[config.mk]
export PLATFORM = sky130hd
export DESIGN_NAME = aer_in_fifo_flat
export DESIGN_NICKNAME = d
export VERILOG_FILES = /design/src/rtl/aer_in_fifo_if.sv /design/src/rtl/aer_in_fifo.sv /design/src/flat_wrapper.sv
export SDC_FILE = /design/constraint.sdc
export NUM_CORES = 1
export LEC_CHECK = 0
export BUFFER_PORTS_ARGS = -buffer_cell sky130_fd_sc_hd__buf_4
export CORE_MARGIN = 2
export CORE_UTILIZATION = 54
export DETAILED_ROUTE_END_ITERATION = 16
export GPL_ROUTABILITY_DRIVEN = 0
export PLACE_DENSITY = 0.86
export SYNTH_ARGS = -nofsm -noshare
export SYNTH_HDL_FRONTEND = slang
export SYNTH_SLANG_ARGS = --single-unit
[constraint.sdc]
create_clock -name CLK -period 2.4 [get_ports CLK]
set_clock_uncertainty 0.2 [all_clocks]
set_input_delay 0.36 -clock CLK [delete_from_list [all_inputs] [get_ports CLK]]
set_output_delay 0.36 -clock CLK [all_outputs]
set_load 0.05 [all_outputs]
[src/rtl/aer_in_fifo_if.sv]
// AER input link + controller event port bundle for aer_in_fifo.
// slave = the FIFO front-end; master = link/controller side.
interface aer_in_fifo_if #(
  parameter int unsigned AW    = 17,
  parameter int unsigned DEPTH = 8,
  parameter int unsigned CNT_W = 16
);
  localparam int unsigned LW = $clog2(DEPTH) + 1;

  logic [AW-1:0]    AERIN_ADDR;
  logic             AERIN_REQ;
  logic             AERIN_ACK;
  logic             GATE_ACTIVITY;
  logic [AW-1:0]    EVT_ADDR;
  logic             EVT_VALID;
  logic             EVT_READY;
  logic [LW-1:0]    FIFO_LEVEL;
  logic             FIFO_FULL;
  logic [CNT_W-1:0] DROP_CNT;
  logic             DROP_CLR;

  modport slave (
    input  AERIN_ADDR, AERIN_REQ, GATE_ACTIVITY, EVT_READY, DROP_CLR,
    output AERIN_ACK, EVT_ADDR, EVT_VALID, FIFO_LEVEL, FIFO_FULL, DROP_CNT
  );

  modport master (
    output AERIN_ADDR, AERIN_REQ, GATE_ACTIVITY, EVT_READY, DROP_CLR,
    input  AERIN_ACK, EVT_ADDR, EVT_VALID, FIFO_LEVEL, FIFO_FULL, DROP_CNT
  );
endinterface

[src/rtl/aer_in_fifo.sv]
// AER input front-end: REQ synchroniser, 4-phase handshake FSM and FWFT event FIFO
// with backpressure or drop-on-full behaviour and a saturating drop counter.
module aer_in_fifo #(
  parameter int unsigned AW          = 17,
  parameter int unsigned DEPTH       = 8,
  parameter int unsigned SYNC_STAGES = 2,
  parameter int unsigned DROP_MODE   = 0,
  parameter int unsigned CNT_W       = 16
) (
  input  logic           CLK,
  input  logic           RSTN,
  aer_in_fifo_if.slave   bus
);
  localparam int unsigned PW = $clog2(DEPTH);
  localparam int unsigned LW = PW + 1;

  localparam logic [0:0] S_IDLE     = 1'b0;
  localparam logic [0:0] S_WAIT_LOW = 1'b1;

  logic [SYNC_STAGES-1:0] sync_q, sync_d;
  logic                   req_s;
  logic [0:0]             state_q, state_d;
  logic                   ack_q, ack_d;
  logic [AW-1:0]          mem_q [DEPTH];
  logic [AW-1:0]          mem_d [DEPTH];
  logic [PW-1:0]          wr_ptr_q, wr_ptr_d, rd_ptr_q, rd_ptr_d;
  logic [LW-1:0]          level_q, level_d;
  logic                   valid_q, valid_d, full_q, full_d;
  logic [CNT_W-1:0]       drop_cnt_q, drop_cnt_d;
  logic                   start_c, push_c, drop_c, pop_c;

  // Handshake decisions; full is taken from the registered flag, so a pop never frees space early.
  always_comb begin
    sync_d  = {sync_q[SYNC_STAGES-2:0], bus.AERIN_REQ};
    req_s   = sync_q[SYNC_STAGES-1];
    start_c = (state_q == S_IDLE) && req_s && !bus.GATE_ACTIVITY;
    push_c  = start_c && !full_q;
    drop_c  = start_c && full_q && (DROP_MODE != 0);
    pop_c   = valid_q && bus.EVT_READY;
  end

  always_comb begin
    state_d = state_q;
    case (state_q)
      S_IDLE:     if (push_c || drop_c) state_d = S_WAIT_LOW;
      S_WAIT_LOW: if (!req_s)           state_d = S_IDLE;
      default:                          state_d = S_IDLE;
    endcase
    ack_d = (state_d == S_WAIT_LOW);
  end

  always_comb begin
    mem_d    = mem_q;
    wr_ptr_d = wr_ptr_q;
    rd_ptr_d = rd_ptr_q;
    if (push_c) begin
      mem_d[wr_ptr_q] = bus.AERIN_ADDR;
      wr_ptr_d        = wr_ptr_q + PW'(1);
    end
    if (pop_c) begin
      rd_ptr_d = rd_ptr_q + PW'(1);
    end
    level_d = level_q + LW'(push_c) - LW'(pop_c);
    valid_d = (level_d != '0);
    full_d  = (level_d == LW'(DEPTH));
  end

  // Clear wins over a simultaneous drop; the count sticks at all-ones.
  always_comb begin
    drop_cnt_d = drop_cnt_q;
    if (bus.DROP_CLR) begin
      drop_cnt_d = '0;
    end else if (drop_c && (drop_cnt_q != {CNT_W{1'b1}})) begin
      drop_cnt_d = drop_cnt_q + CNT_W'(1);
    end
  end

  always_ff @(posedge CLK or negedge RSTN) begin
    if (!RSTN) begin
      sync_q     <= '0;
      state_q    <= S_IDLE;
      ack_q      <= 1'b0;
      mem_q      <= '{default: '0};
      wr_ptr_q   <= '0;
      rd_ptr_q   <= '0;
      level_q    <= '0;
      valid_q    <= 1'b0;
      full_q     <= 1'b0;
      drop_cnt_q <= '0;
    end else begin
      sync_q     <= sync_d;
      state_q    <= state_d;
      ack_q      <= ack_d;
      mem_q      <= mem_d;
      wr_ptr_q   <= wr_ptr_d;
      rd_ptr_q   <= rd_ptr_d;
      level_q    <= level_d;
      valid_q    <= valid_d;
      full_q     <= full_d;
      drop_cnt_q <= drop_cnt_d;
    end
  end

  assign bus.AERIN_ACK  = ack_q;
  assign bus.EVT_ADDR   = mem_q[rd_ptr_q];
  assign bus.EVT_VALID  = valid_q;
  assign bus.FIFO_LEVEL = level_q;
  assign bus.FIFO_FULL  = full_q;
  assign bus.DROP_CNT   = drop_cnt_q;
endmodule
[src/flat_wrapper.sv]
// flat-port wrapper written by rule: the top's interface ports become plain ports
module aer_in_fifo_flat 
#(
  parameter int unsigned AW          = 17,
  parameter int unsigned DEPTH       = 8,
  parameter int unsigned SYNC_STAGES = 2,
  parameter int unsigned DROP_MODE   = 0,
  parameter int unsigned CNT_W       = 16
)
  (CLK, RSTN, bus_AERIN_ADDR, bus_AERIN_REQ, bus_GATE_ACTIVITY, bus_EVT_READY, bus_DROP_CLR, bus_AERIN_ACK, bus_EVT_ADDR, bus_EVT_VALID, bus_FIFO_LEVEL, bus_FIFO_FULL, bus_DROP_CNT);
  aer_in_fifo_if #(.AW(AW), .DEPTH(DEPTH), .CNT_W(CNT_W)) bus_i ();
  input  logic CLK;
  input  logic RSTN;
  input wire logic [$bits(bus_i.AERIN_ADDR)-1:0] bus_AERIN_ADDR;
  input wire logic [$bits(bus_i.AERIN_REQ)-1:0] bus_AERIN_REQ;
  input wire logic [$bits(bus_i.GATE_ACTIVITY)-1:0] bus_GATE_ACTIVITY;
  input wire logic [$bits(bus_i.EVT_READY)-1:0] bus_EVT_READY;
  input wire logic [$bits(bus_i.DROP_CLR)-1:0] bus_DROP_CLR;
  output wire logic [$bits(bus_i.AERIN_ACK)-1:0] bus_AERIN_ACK;
  output wire logic [$bits(bus_i.EVT_ADDR)-1:0] bus_EVT_ADDR;
  output wire logic [$bits(bus_i.EVT_VALID)-1:0] bus_EVT_VALID;
  output wire logic [$bits(bus_i.FIFO_LEVEL)-1:0] bus_FIFO_LEVEL;
  output wire logic [$bits(bus_i.FIFO_FULL)-1:0] bus_FIFO_FULL;
  output wire logic [$bits(bus_i.DROP_CNT)-1:0] bus_DROP_CNT;
  assign bus_i.AERIN_ADDR = bus_AERIN_ADDR;
  assign bus_i.AERIN_REQ = bus_AERIN_REQ;
  assign bus_i.GATE_ACTIVITY = bus_GATE_ACTIVITY;
  assign bus_i.EVT_READY = bus_EVT_READY;
  assign bus_i.DROP_CLR = bus_DROP_CLR;
  assign bus_AERIN_ACK = bus_i.AERIN_ACK;
  assign bus_EVT_ADDR = bus_i.EVT_ADDR;
  assign bus_EVT_VALID = bus_i.EVT_VALID;
  assign bus_FIFO_LEVEL = bus_i.FIFO_LEVEL;
  assign bus_FIFO_FULL = bus_i.FIFO_FULL;
  assign bus_DROP_CNT = bus_i.DROP_CNT;
  aer_in_fifo #(.AW(AW), .DEPTH(DEPTH), .SYNC_STAGES(SYNC_STAGES), .DROP_MODE(DROP_MODE), .CNT_W(CNT_W)) u_core (.CLK(CLK), .RSTN(RSTN), .bus(bus_i));
endmodule
==> results.py <==
metrics = {
    "hold_path": {
        "min_to": "u_core.mem_q[39]",
        "min-delay-start": "bus_AERIN_ADDR[5]",
        "hold_path_depth": 2,
        "hold_path_class": "in2reg",
    },
    "synth": {
        "synthFlopType": "dfrtp_1",
        "synth_edf_count": 0,
        "synthCells": 426,
        "synth_fa_ha_area_share_pct": 1.33,
        "synth_top_family_by_area": "multiplexers",
        "avgSynthCellArea_sq_um": 16.8,
        "synth_compound_area_share_pct": 0.315,
        "synth-seq-cells": 151,
        "yosysMostFrequentCell": "dfrtp_1",
        "synth_xor_area_share_pct": 0.735,
        "synth_common_cells": "dfrtp_1, mux2_2, mux2_4, mux4_2, buf_4",
        "synth_cell_type_count": 32,
        "yosysTopAreaCell": "dfrtp_1",
        "synthArstFlopShare_pct": 100,
        "syn_area_sq_um": 7150,
        "synthMuxAreaShare_pct": 37.2,
        "synth.top_cells.by_area": "dfrtp_1, mux2_2, mux4_2, mux2_4, buf_4",
        "seq_area_frac_synth_pct": 52.8,
        "synth-simple-area-share_pct": 2.76,
        "synth_top_area_share_pct": 52.8,
        "yosysWarnings": 0,
    },
    "floorplan": {
        "core_area_sq_um": 13100,
        "die_x_um": 119,
        "num_rows": 42,
        "dieArea_sq_um": 14200,
        "die_h_um": 119,
        "start_util_pct": 54.7,
        "io_pins": 63,
    },
    "timing": {
        "min_period_over_period_pct": 108,
        "worst_slack_ps": -193,
        "min_period_ps": 2590,
        "finalSetupViolations": 17,
        "drv_slew": 0,
        "rsz0062_at_grt": "true",
        "timing.slew.headroom_pct": 65.2,
        "fmax_mhz": 386,
        "hold_ws_ps": 25.3,
        "finalHoldViolations": 0,
        "worst_slew_pin_slew_ps": 522,
    },
    "worst_setup_path": {
        "crit_buf_inv": 2,
        "start_kind": "flop",
        "critical_path_class": "reg2out",
        "worstPathCellList": "buf_12, mux4_2, mux2_4, buf_6",
        "r2r_end": "u_core.bus.FIFO_FULL",
        "r2r_slack_ps": 120,
        "r2r_cells": 10,
        "critPathLaunch": "u_core.rd_ptr_q[0]",
        "timing.rr.start": "u_core.bus.EVT_VALID",
        "critPathTopFamily": "multiplexers",
        "critPathMaxFanout": 18,
        "crit_required_ps": 1840,
        "max_stage_delay_ps": 540,
        "critPathArrivalTime_ps": 2030,
        "end_kind": "output port",
        "cpMaxStageDelayCell": "mux4_2",
    },
    "route": {
        "drc": 0,
        "avgViaCountPerCell": 5.60,
        "drtAntennaViolNets": 0,
        "drt_wl_total_um": 14100,
        "firstDrtPassIters": 4,
        "num_vias": 3811,
        "routedWlPerCell_um": 20.8,
        "drtIter0Drc": 257,
    },
    "power_and_ir_drop": {
        "p_per_area_nw_per_um2": 1580,
        "p_leak_nw": 4.01,
        "peakVddDrop_mv": 1.33,
    },
    "final_layout": {
        "seqCellArea_sq_um": 3780,
        "stdcell_area_sq_um": 8540,
        "drive_above_1_share_pct": 60.7,
        "area_growth_pct": 19.4,
        "num_antenna_cells": 0,
        "multi_input_area_sq_um": 3130,
        "fill_cells": 850,
        "nNetsFinal": 521,
    },
    "grt": {
        "grt_max_degree": 54,
        "grt_pass1_wl_um": 23600,
        "antenna_found_initial": 0,
        "grt_pass1_vias": 4311,
        "grt_overflow": 0,
        "grtUsageTotal_pct": 22.0,
    },
    "placement": {
        "place_hpwl_um": 8670,
        "io_buffers": 45,
        "placed_area_sq_um": 7770,
    },
    "clock_tree": {
        "clockBufferDepth": 2,
        "cts_tree": "built",
        "clk_latency_ps": 420,
        "cts_buffers": 17,
        "cts.sinks": 151,
        "cts.htree.levels": 4,
        "path_clk_slew_ps": 60,
        "root_buffer": "clkbuf_16",
    },
    "status": {
        "status": "finished, violations left",
        "violations": "negative setup slack",
    },
    "job": {
        "drv_cap": 0,
    },
}
==> flip-flops by register name, indices dropped and copies added, names as in the netlist <==
register	flops
u_core.mem_q	136
u_core.bus.FIFO_LEVEL	4
u_core.sync_q	2
u_core.state_q	1
u_core.wr_ptr_q	3
u_core.bus.FIFO_FULL	1
u_core.rd_ptr_q	3
u_core.bus.EVT_VALID	1
==> cell usage in the layout (no fill, tap or decap), types with 5 or more instances in the layout <==
master / Yosys / routed
ha_1: 6 / 5
buf_6: 6 / 18
mux4_2: 34 / 34
mux2_2: 115 / 107
buf_12: 1 / 10
conb_1: 1 / 16
buf_4: 22 / 43
mux2_4: 40 / 48
dfrtp_1: 151 / 147
inv_1: 8 / 8
clkbuf_16: 0 / 17
==> how the worst max path moves through the flow <==
stage                                end  slack [ps]  cells past startpoint
finish                  bus_EVT_ADDR[10]        -190                      4
CTS                     bus_EVT_ADDR[14]        -210                      4
global placement    u_core.bus.FIFO_FULL         100                     11
global route             bus_EVT_ADDR[0]        -260                      4
detailed placement  u_core.bus.FIFO_FULL           8                     11
floorplan           u_core.bus.FIFO_FULL           7                      8
==> report_power, final <==
group | switching (W) | leakage [nW] | internal (W)
sequential | 0.000765 | 1.90 | 0.00371
clock | 0.00108 | 0.301 | 0.00175
combinational | 0.00292 | 1.81 | 0.00325
==> kinds of logic (layout without fill, tap and decap cells) <==
logic type / after synthesis / count (layout)
xor gates and xnor gates: 6 / 6
other: 1 / 16
and+or+nand+nor: 18 / 18
DFF: 151 / 151
AOI/OAI and AO/OA: 4 / 4
muxes: 189 / 189
adders and majority gates: 7 / 7
buffers and inverters: 50 / 113
==> per-stage QoR <==
stage                     setup TNS, ps  cells  power (W)  util [%]  setup slack (ps)
after floorplan                       0    441    0.00874         -              6.78
after global routing              -4160    680     0.0141      65.3              -259
after CTS                         -3410    679     0.0134      65.0              -214
final                             -2940    680     0.0135      65.3              -193
after detailed placement              0    644     0.0102      59.4              8.04
after global placement                0    644    0.00998      59.4              99.6
==> final cells by class <==
| class | count | area share (%) |
|---|---|---|
| clock inverters | 14 | 2.31 |
| inverters | 8 | 0.352 |
| flip-flops and latches | 151 | 44.3 |
| repair buffers | 73 | 8.73 |
| well taps | 176 | 2.58 |
| multi-input cells | 240 | 36.7 |
| clock buffers | 18 | 5.02 |
==> timing repair <==
action | 4_1_cts | 5_1_grt
pin swaps | 0 | 1
hold endpoints to repair | 51 | 0
buffers inserted | 1 | 1
hold buffers | 2 | 0
gates resized for setup | 20 | 8
setup endpoints to repair | 17 | 19
==> metal layers <==
metal	vias up	track usage, %	part of all wire [%]
met5	-	0	0
met4	0	6.85	1.4
met3	19	5.08	3.3
met2	74	37.2	53
met1	2042	28.2	42
li1	1676	-	-
No activity file was read; power rests on OpenSTA's default activity.
